<file path="src/rtl/bin2bcd_seq.sv">
// -----------------------------------------------------------------------------
// bin2bcd_seq
//   Sequential binary-to-BCD converter (shift-and-add-3, one input bit per
//   clock). It feeds the 7-segment digit decoders. The result register o_bcd
//   only changes on the DONE edge or at reset, so the displays never flicker
//   while a new value is being converted.
//
// Optional build macro:
//   BIN2BCD_LEAD_ZERO_BLANK_EN - leading zero digits above digit 0 are output
//   as 4'hF so the downstream decoder blanks them. The reset value of o_bcd
//   then matches a converted 0, which is all 4'hF except digit 0 = 4'h0.
//
// Ports:
//   i_clk    system clock, rising edge
//   i_rst_n  asynchronous active-low reset
//   i_start  conversion request, sampled only while o_busy = 0
//   i_bin    unsigned operand, captured on the accepting edge
//   o_busy   high while a conversion runs (state != IDLE)
//   o_done   one-cycle pulse, o_bcd updated in the same cycle
//   o_bcd    packed BCD result, digit k at [4k+3:4k], digit 0 least significant
// -----------------------------------------------------------------------------
module bin2bcd_seq #(
  parameter int BIN_W  = 16,
  parameter int DIGITS = 5
) (
  input  logic                  i_clk,
  input  logic                  i_rst_n,
  input  logic                  i_start,
  input  logic [BIN_W-1:0]      i_bin,
  output logic                  o_busy,
  output logic                  o_done,
  output logic [4*DIGITS-1:0]   o_bcd
);

  localparam int BCD_W = 4 * DIGITS;
  localparam int CNT_W = $clog2(BIN_W + 1);

  localparam logic [BCD_W-1:0] BCD_ONES = '1;
`ifdef BIN2BCD_LEAD_ZERO_BLANK_EN
  // Same pattern as a converted zero: blank every digit except digit 0.
  localparam logic [BCD_W-1:0] BCD_RST = BCD_ONES << 4;
`else
  localparam logic [BCD_W-1:0] BCD_RST = BCD_ONES & '0;
`endif

  typedef enum logic [1:0] {
    IDLE  = 2'd0,
    SHIFT = 2'd1,
    DONE  = 2'd2
  } state_t;

  state_t             state_q;
  logic [BCD_W-1:0]   scratch_q;
  logic [BIN_W-1:0]   shadow_q;
  logic [CNT_W-1:0]   cnt_q;
  logic [BCD_W-1:0]   bcd_q;
  logic               done_q;

  logic [BCD_W-1:0]   scratch_adj;
  logic [BCD_W-1:0]   scratch_d;
  logic [BCD_W-1:0]   bcd_d;

  // Add-3 correction on every scratch digit that is 5 or more, so the
  // following left shift carries into the next decimal digit correctly.
  for (genvar gi = 0; gi < DIGITS; gi++) begin : g_adj
    assign scratch_adj[4*gi +: 4] = (scratch_q[4*gi +: 4] >= 4'd5)
                                  ? scratch_q[4*gi +: 4] + 4'd3
                                  : scratch_q[4*gi +: 4];
  end

  // Shift {scratch, shadow} left by one: the shadow MSB enters the scratch LSB.
  assign scratch_d = {scratch_adj[BCD_W-2:0], shadow_q[BIN_W-1]};

  // Formatting of the final result before it is loaded into o_bcd.
  assign bcd_d[3:0] = scratch_q[3:0];
`ifdef BIN2BCD_LEAD_ZERO_BLANK_EN
  // lz[k] = digit k and every digit above it are zero.
  logic [DIGITS:1] lz;
  assign lz[DIGITS] = 1'b1;
  for (genvar gi = DIGITS - 1; gi >= 1; gi--) begin : g_blank
    assign lz[gi] = lz[gi+1] & (scratch_q[4*gi +: 4] == 4'd0);
    assign bcd_d[4*gi +: 4] = lz[gi] ? 4'hF : scratch_q[4*gi +: 4];
  end
`else
  assign bcd_d[BCD_W-1:4] = scratch_q[BCD_W-1:4];
`endif

  always_ff @(posedge i_clk or negedge i_rst_n) begin
    if (!i_rst_n) begin
      state_q   <= IDLE;
      scratch_q <= '0;
      shadow_q  <= '0;
      cnt_q     <= '0;
      bcd_q     <= BCD_RST;
      done_q    <= 1'b0;
    end else begin
      done_q <= 1'b0;
      case (state_q)
        IDLE: begin
          if (i_start) begin
            shadow_q  <= i_bin;
            scratch_q <= '0;
            cnt_q     <= CNT_W'(BIN_W);
            state_q   <= SHIFT;
          end
        end
        SHIFT: begin
          scratch_q <= scratch_d;
          shadow_q  <= shadow_q << 1;
          cnt_q     <= cnt_q - CNT_W'(1);
          // Counter at 1 means this edge performs the last of BIN_W shifts.
          if (cnt_q == CNT_W'(1)) begin
            state_q <= DONE;
          end
        end
        DONE: begin
          bcd_q   <= bcd_d;
          done_q  <= 1'b1;
          state_q <= IDLE;
        end
        default: begin
          state_q <= IDLE;
        end
      endcase
    end
  end

  assign o_busy = (state_q != IDLE);
  assign o_done = done_q;
  assign o_bcd  = bcd_q;

endmodule

</file>
<file path="config.mk">
export PLATFORM = sky130hd
export DESIGN_NAME = bin2bcd_seq
export DESIGN_NICKNAME = d
export VERILOG_FILES = /design/src/rtl/bin2bcd_seq.sv
export SDC_FILE = /design/constraint.sdc
export NUM_CORES = 1
export LEC_CHECK = 0
export BUFFER_PORTS_ARGS = -buffer_cell sky130_fd_sc_hd__buf_2
export CELL_PAD_IN_SITES_DETAIL_PLACEMENT = 1
export CELL_PAD_IN_SITES_GLOBAL_PLACEMENT = 2
export CORE_AREA = 4 4 97 99
export CTS_CLUSTER_DIAMETER = 200
export DETAILED_ROUTE_END_ITERATION = 10
export DIE_AREA = 0 0 101 103
export MAX_ROUTING_LAYER = met4
export PLACE_DENSITY_LB_ADDON = 0.1
export SLEW_MARGIN = 20
export SYNTH_ARGS = -nofsm -noshare
export SYNTH_HDL_FRONTEND = slang
export SYNTH_SLANG_ARGS = --single-unit
</file>
<file path="constraint.sdc">
create_clock -name i_clk -period 1.71 [get_ports i_clk]
set_input_delay 0.2565 -clock i_clk [delete_from_list [all_inputs] [get_ports i_clk]]
set_output_delay 0.2565 -clock i_clk [all_outputs]
set_load 0.02 [all_outputs]
</file>
==> impl_metrics.env, run 1 <==
export IMPL_period_needed_ns=1.64
export IMPL_drt_first_pass_iters=4
export IMPL_synth_largest_area_cell="dfrtp_1"
export IMPL_ioPinCount=41
export IMPL_synth_nets=335
export IMPL_fmax_mhz=610
export IMPL_r2r_setup_slack_ns=0.17
export IMPL_grt_first_pass_wirelength_um=12500
export IMPL_ys_seq_area_share_pct=52.6
export IMPL_clock_root_buffer="clkbuf_8"
export IMPL_cp_slowest_cell="dfrtp_1"
export IMPL_initial_core_util_pct=35.6
export IMPL_worstPathCellList="buf_4 > or2_2 > buf_2"
export IMPL_p_comb_share_pct=42.4
export IMPL_drc=0
export IMPL_internal_power_w=0.00366
export IMPL_grt_ovfl_total=0
export IMPL_required_ns=1.45
export IMPL_fp_dieW_um=101
export IMPL_synth_cell_types=37
export IMPL_clk_pin_slew_ns=0.07
export IMPL_whs_ns=0.147
export IMPL_end_kind="output port"
export IMPL_pwr_share_seq_pct=40.2
export IMPL_area_delta_synth_final_pct=17.2
export IMPL_gp_routability_congestion=0.841
export IMPL_coreArea_um2=8550
export IMPL_setup_viol=0
export IMPL_maxCapViolCount=0
export IMPL_grt_antenna_before_repair=0
export IMPL_synth_area_um2=3040
export IMPL_postCtsResizedCells=0
export IMPL_final_nets=382
export IMPL_cts_buffer_depth=2
export IMPL_p_leak_nw=1.68
export IMPL_rows=34
export IMPL_netlist_area_leader_share_pct=52.6
export IMPL_final_layout_size_suffix_gt1_share_pct=20.3
export IMPL_r2r_cells=5
export IMPL_synthCells=304
export IMPL_diodes=0
export IMPL_critPathKind="reg2out"
export IMPL_grt_max_degree=33
export IMPL_slew_limit_headroom_pct=70.7
export IMPL_ys_warn_count=0
export IMPL_powerDensity_nw_per_um2=1750
export IMPL_first_global_vias=2499
export IMPL_finalCritPeriodShare_pct=95.9
export IMPL_dieHeight_um=103
export IMPL_pwr_share_clk_pct=17.4
export IMPL_ys_flop_type="dfrtp_1"
export IMPL_post_drt_wl_per_cell_um=15.3
export IMPL_start_kind="flip-flop"
export IMPL_ys_seq_elements=64
export IMPL_first_iter_violations=69
export IMPL_ant_nets=0
export IMPL_dpl_hpwl_um=5040
export IMPL_syn_avg_cell_area_um2=10.0
export IMPL_clk_latency_ns=0.34
export IMPL_crit_end="o_busy"
export IMPL_slowest_delay_ns=0.41
export IMPL_status="finished, final reports clean"
export IMPL_cp_arrival_ns=1.38
export IMPL_ir_drop_mv=0.576
export IMPL_rsz0062_at_grt="no"
export IMPL_switching_share_pct=41.5
export IMPL_cts_tree="yes"
export IMPL_clock_skew_ns=0.00965
export IMPL_async_reset_ff_share_pct=100
export IMPL_crit_start="state_q[1]$_DFFE_PN0P_"
export IMPL_num_vias=2356
export IMPL_power_w=0.00626
export IMPL_hold_buffers=1
export IMPL_hold_viol_final=0
export IMPL_r2r_end="bcd_d[6]$_DFFE_PN0P_"
export IMPL_wirelength_um=7090
export IMPL_reg2reg_from="bcd_d[4]$_DFFE_PN0P_"
export IMPL_tightest_slew_ns=0.440
export IMPL_grt_usage_pct=15.5
export IMPL_hold_path_class="in2reg"
export IMPL_die_area_um2=10400
export IMPL_cts_sinks=64
export IMPL_drv_slew=0
export IMPL_path_max_fanout=10
export IMPL_cts_buffers=9
export IMPL_synth_edff_count=0
export IMPL_finalSetupTns_ns=0
export IMPL_switchingPower_w=0.00260
export IMPL_synthTopCellsByArea="dfrtp_1 53%, o21ai_0 7.1%, nand2_1 6.0%"
export IMPL_viasPerCell=5.09
export IMPL_htree_levels=3
export IMPL_cts_setup_buffers=0
export IMPL_io_buffers=40
layout make-up:
| type | count | area [um^2] |
|---|---|---|
| well taps | 108 | 135 |
| clock inverters | 5 | 25.0 |
| flip-flops and latches | 64 | 1600 |
| repair buffers | 54 | 320 |
| fillers | 980 | 4980 |
| multi-input cells | 197 | 1260 |
| inverters | 25 | 93.8 |
| clock buffers | 10 | 128 |
cells by family (layout without fill, tap and decap cells):
family / count (synthesis) / in the layout / synth area share, %
XOR/XNOR: 4 / 4 / 1.15
multiplexers: 1 / 1 / 0.329
buffers and inverters: 43 / 94 / 5.84
AO/OA/AOI/OAI: 102 / 102 / 22.2
flip-flops: 64 / 64 / 52.6
adder cells (fa/ha/maj): 12 / 12 / 4.93
AND/OR/NAND/NOR: 78 / 78 / 12.9
flip-flops by register name, summed over array words and instances (netlist names):
register,flops
o_bcd,20
state_q,2
bcd_d,20
shadow_q,16
cnt_q,5
o_done,1
worst min-delay path by stage:
| stage | from | endpoint | slack [ns] | depth (start not counted) |
|---|---|---|---|---|
| finish | i_bin[0] | shadow_q[0]$_DFFE_PN0P_ | 0.15 | 3 |
| global route | i_bin[0] | shadow_q[0]$_DFFE_PN0P_ | 0.14 | 3 |
| CTS | i_bin[0] | shadow_q[0]$_DFFE_PN0P_ | 0.14 | 3 |
| detailed placement | i_rst_n | o_bcd[11]$_DFFE_PN0P_ | 0.16 | 1 |
| global placement | i_rst_n | o_bcd[11]$_DFFE_PN0P_ | 0.16 | 1 |
| floorplan | i_rst_n | bcd_d[0]$_DFFE_PN0P_ | -0.04 | 0 |
placed cells by master (no fill, tap or decap), types with 3 or more instances in the layout:
cell type,Yosys,layout
o2111ai_1,10,10
clkbuf_8,0,9
dfrtp_1,64,64
a22oi_1,5,5
nand2_1,49,49
inv_1,25,25
o21a_1,5,5
o21ai_0,43,43
o221ai_1,5,5
nor2b_1,6,6
o311ai_1,3,3
buf_4,0,12
clkinv_2,0,5
a21oi_1,10,10
and3b_1,10,10
ha_1,12,12
a32o_1,5,5
o32ai_1,4,4
xnor2_1,4,4
buf_2,13,40
o31ai_1,5,5
critical path: cells and delay by family (launching register included):
family,cells,cell delay (ns)
buffers and inverters,2,0.34
DFF,1,0.41
and+or+nand+nor,1,0.30
layer usage:
layer	routed length, um	vias to the layer above	global-route usage, %
met5	0	-	-
met4	117	0	5.52
met3	220	10	2.71
met2	3170	36	23.0
met1	3580	1137	21.2
li1	-	1173	-
stage by stage:
step / util (%) / area, um^2 / cells / setup slack (ns)
after floorplan: - / 3040 / 304 / 0.384
after global placement: 39.8 / 3410 / 447 / 0.193
after detailed placement: 39.8 / 3410 / 447 / 0.167
after CTS: 41.7 / 3570 / 463 / 0.0421
after global routing: 41.7 / 3570 / 463 / 0.0168
final: 41.7 / 3570 / 463 / 0.0693
synth_stat cells (5+ instances only):
master	n
a21oi_1	10
a22oi_1	5
a32o_1	5
and3b_1	10
buf_2	13
clkbuf_1	5
dfrtp_1	64
ha_1	12
inv_1	25
nand2_1	49
nor2b_1	6
o2111ai_1	10
o21a_1	5
o21ai_0	43
o221ai_1	5
o31ai_1	5
power by group through the flow:
stage	Combinational [W]	Sequential [W]	Clock (W)
after floorplan	0.00168	0.00271	0
after global placement	0.00265	0.00251	0
after detailed placement	0.00270	0.00254	0
after CTS	0.00271	0.00252	0.00112
after global routing	0.00305	0.00262	0.00121
final	0.00266	0.00252	0.00109
No activity file was read; power rests on OpenSTA's default activity.
==> run 2, diff against run 1 <==
- CORE_AREA: 4 4 97 99 -> 4 4 124 79
- DIE_AREA: 0 0 101 103 -> 0 0 128 83
- REMOVE_ABC_BUFFERS: not set -> 1
==> run 2 against run 1 <==
Combinational power up 4%. First-iteration DRC count increased by 65%. Sequential share of layout area fell by 2.4 points. Critical endpoint unchanged. Via count is 0.89% higher. Cell area increased by 5.9%. Critical path type unchanged. Register-to-register slack is essentially flat. Maximum frequency hardly changed. Count of clock-buffer cells in the layout rose by 3. Largest power group unchanged.
==> impl_metrics.env, run 2 (synthesis gave the netlist of run 1 again) <==
export IMPL_p_leak_nw=1.77
export IMPL_grt_max_degree=65
export IMPL_r2r_setup_slack_ns=0.17
export IMPL_num_vias=2377
export IMPL_area_delta_synth_final_pct=24.1
export IMPL_rsz0062_at_grt="no"
export IMPL_ioPinCount=41
export IMPL_final_nets=383
export IMPL_gp_routability_congestion=0.812
export IMPL_end_kind="output port"
export IMPL_internal_power_w=0.00453
export IMPL_final_cell_mix="63 x dfrtp_1, 49 x nand2_1, 43 x o21ai_0"
export IMPL_slew_limit_headroom_pct=73.8
export IMPL_required_ns=1.45
export IMPL_period_needed_ns=1.64
export IMPL_htree_levels=3
export IMPL_wirelength_um=7770
export IMPL_clock_root_buffer="clkbuf_16"
export IMPL_clk_latency_ns=0.33
export IMPL_path_max_fanout=6
export IMPL_final_layout_size_suffix_gt1_share_pct=20.7
export IMPL_fp_dieW_um=128
export IMPL_tightest_slew_ns=0.393
export IMPL_r2r_cells=5
export IMPL_die_area_um2=10600
export IMPL_cts_sinks=64
export IMPL_dpl_hpwl_um=5380
export IMPL_initial_core_util_pct=34.7
export IMPL_pwr_share_clk_pct=27.0
export IMPL_post_drt_wl_per_cell_um=16.4
export IMPL_slowest_delay_ns=0.42
export IMPL_dieHeight_um=83
export IMPL_diodes=0
export IMPL_setup_slack_ns=0.0706
export IMPL_cts_buffer_depth=2
export IMPL_switching_share_pct=37.8
export IMPL_dp_slack_ns=0.133
export IMPL_p_comb_share_pct=38.0
export IMPL_crit_start="state_q[1]$_DFFE_PN0P_"
export IMPL_hold_viol_final=0
export IMPL_drv_slew=0
export IMPL_reg2reg_from="bcd_d[16]$_DFFE_PN0P_"
export IMPL_cp_slowest_cell="dfrtp_1"
export IMPL_cts_buffers=9
export IMPL_critPathKind="reg2out"
export IMPL_grt_antenna_before_repair=0
export IMPL_instances_no_fill=473
export IMPL_rows=27
export IMPL_ir_drop_mv=0.749
export IMPL_crit_end="o_busy"
export IMPL_setup_viol=0
export IMPL_powerDensity_nw_per_um2=1930
export IMPL_drt_first_pass_iters=4
export IMPL_grt_ovfl_total=0
export IMPL_worstPathCellList="buf_4 > or2_2 > buf_2"
export IMPL_status="finished, final reports clean"
export IMPL_viasPerCell=5.03
export IMPL_start_kind="flip-flop"
export IMPL_cp_top_family="flip-flops"
export IMPL_finalCritPeriodShare_pct=95.9
export IMPL_hold_path_class="in2reg"
export IMPL_first_global_vias=2507
export IMPL_coreArea_um2=8780
export IMPL_dp_cells=456
export IMPL_clock_skew_ns=0.00732
export IMPL_drc=0
export IMPL_io_buffers=40
export IMPL_grt_first_pass_wirelength_um=13300
export IMPL_clk_pin_slew_ns=0.05
export IMPL_cts_tree="yes"
export IMPL_grt_usage_pct=16.4
export IMPL_fmax_mhz=610
export IMPL_pwr_share_seq_pct=35.0
export IMPL_layout_commonest_cell="dfrtp_1"
export IMPL_cp_arrival_ns=1.38
export IMPL_first_iter_violations=114
export IMPL_switchingPower_w=0.00276
export IMPL_r2r_end="bcd_d[17]$_DFFE_PN0P_"
export IMPL_worst_path_buf_inv=2
export IMPL_ant_nets=0
export IMPL_cp_num_cells=3
export IMPL_maxCapViolCount=0
==> run 2: cell type report <==
class / instances / area (um^2)
timing repair buffer: 55 / 347
tap: 116 / 145
fill: 1008 / 5000
inverter: 25 / 93.8
clock inverter: 3 / 65.1
multi-input combinational: 197 / 1270
clock buffer: 13 / 250
sequential: 64 / 1610
==> run 2: worst min path at each step <==
stage	startpoint	end	slack (ns)	cells after the start
floorplan	i_rst_n	bcd_d[0]$_DFFE_PN0P_	-0.04	0
global placement	i_rst_n	o_bcd[15]$_DFFE_PN0P_	0.31	2
detailed placement	i_rst_n	o_bcd[15]$_DFFE_PN0P_	0.31	2
CTS	i_bin[0]	shadow_q[0]$_DFFE_PN0P_	0.15	3
global route	i_bin[0]	shadow_q[0]$_DFFE_PN0P_	0.16	3
finish	i_bin[0]	shadow_q[0]$_DFFE_PN0P_	0.16	3
==> run 2: power by group through the flow <==
stage | clock (W) | sequential (W) | combinational, W
5_1_grt | 0.00210 | 0.00265 | 0.00314
2_1_floorplan | 0 | 0.00276 | 0.00153
6_report | 0.00197 | 0.00255 | 0.00277
3_3_place_gp | 0 | 0.00252 | 0.00272
4_1_cts | 0.00202 | 0.00258 | 0.00274
3_5_place_dp | 0 | 0.00255 | 0.00279
==> run 2: through the flow <==
step / hold slack, ns / cell area (um^2) / setup TNS, ns / util (%) / power (W)
after floorplan: -0.0391 / 2960 / -3.04 / - / 0.00429
after global placement: 0.305 / 3440 / 0 / 39.1 / 0.00524
after detailed placement: 0.307 / 3440 / 0 / 39.1 / 0.00534
after CTS: 0.153 / 3750 / 0 / 42.7 / 0.00734
after global routing: 0.158 / 3780 / 0 / 43.0 / 0.00789
final: 0.160 / 3780 / 0 / 43.0 / 0.00729
==> run 2: tightest hold or removal path, delay by kind of cell <==
family,cells,cell delay (ns)
buffers and inverters,2,0.14
AOI/OAI and AO/OA,1,0.06
==> run 2: metal layers <==
metal / vias to the layer above / track usage (%) / part of all wire (%)
met2: 32 / 21.4 / 40
met1: 1153 / 24.1 / 55
met5: - / - / 0
met4: 0 / 5.88 / 1.8
li1: 1179 / - / -
met3: 13 / 4.37 / 3.1
==> run 2: what timing repair did <==
item,in CTS,in global routing
endpoints found under the setup margin,1,7
hold endpoints to repair,64,0
pin swaps,0,0
resized for setup,1,3
hold buffers,1,0
setup buffers,0,1
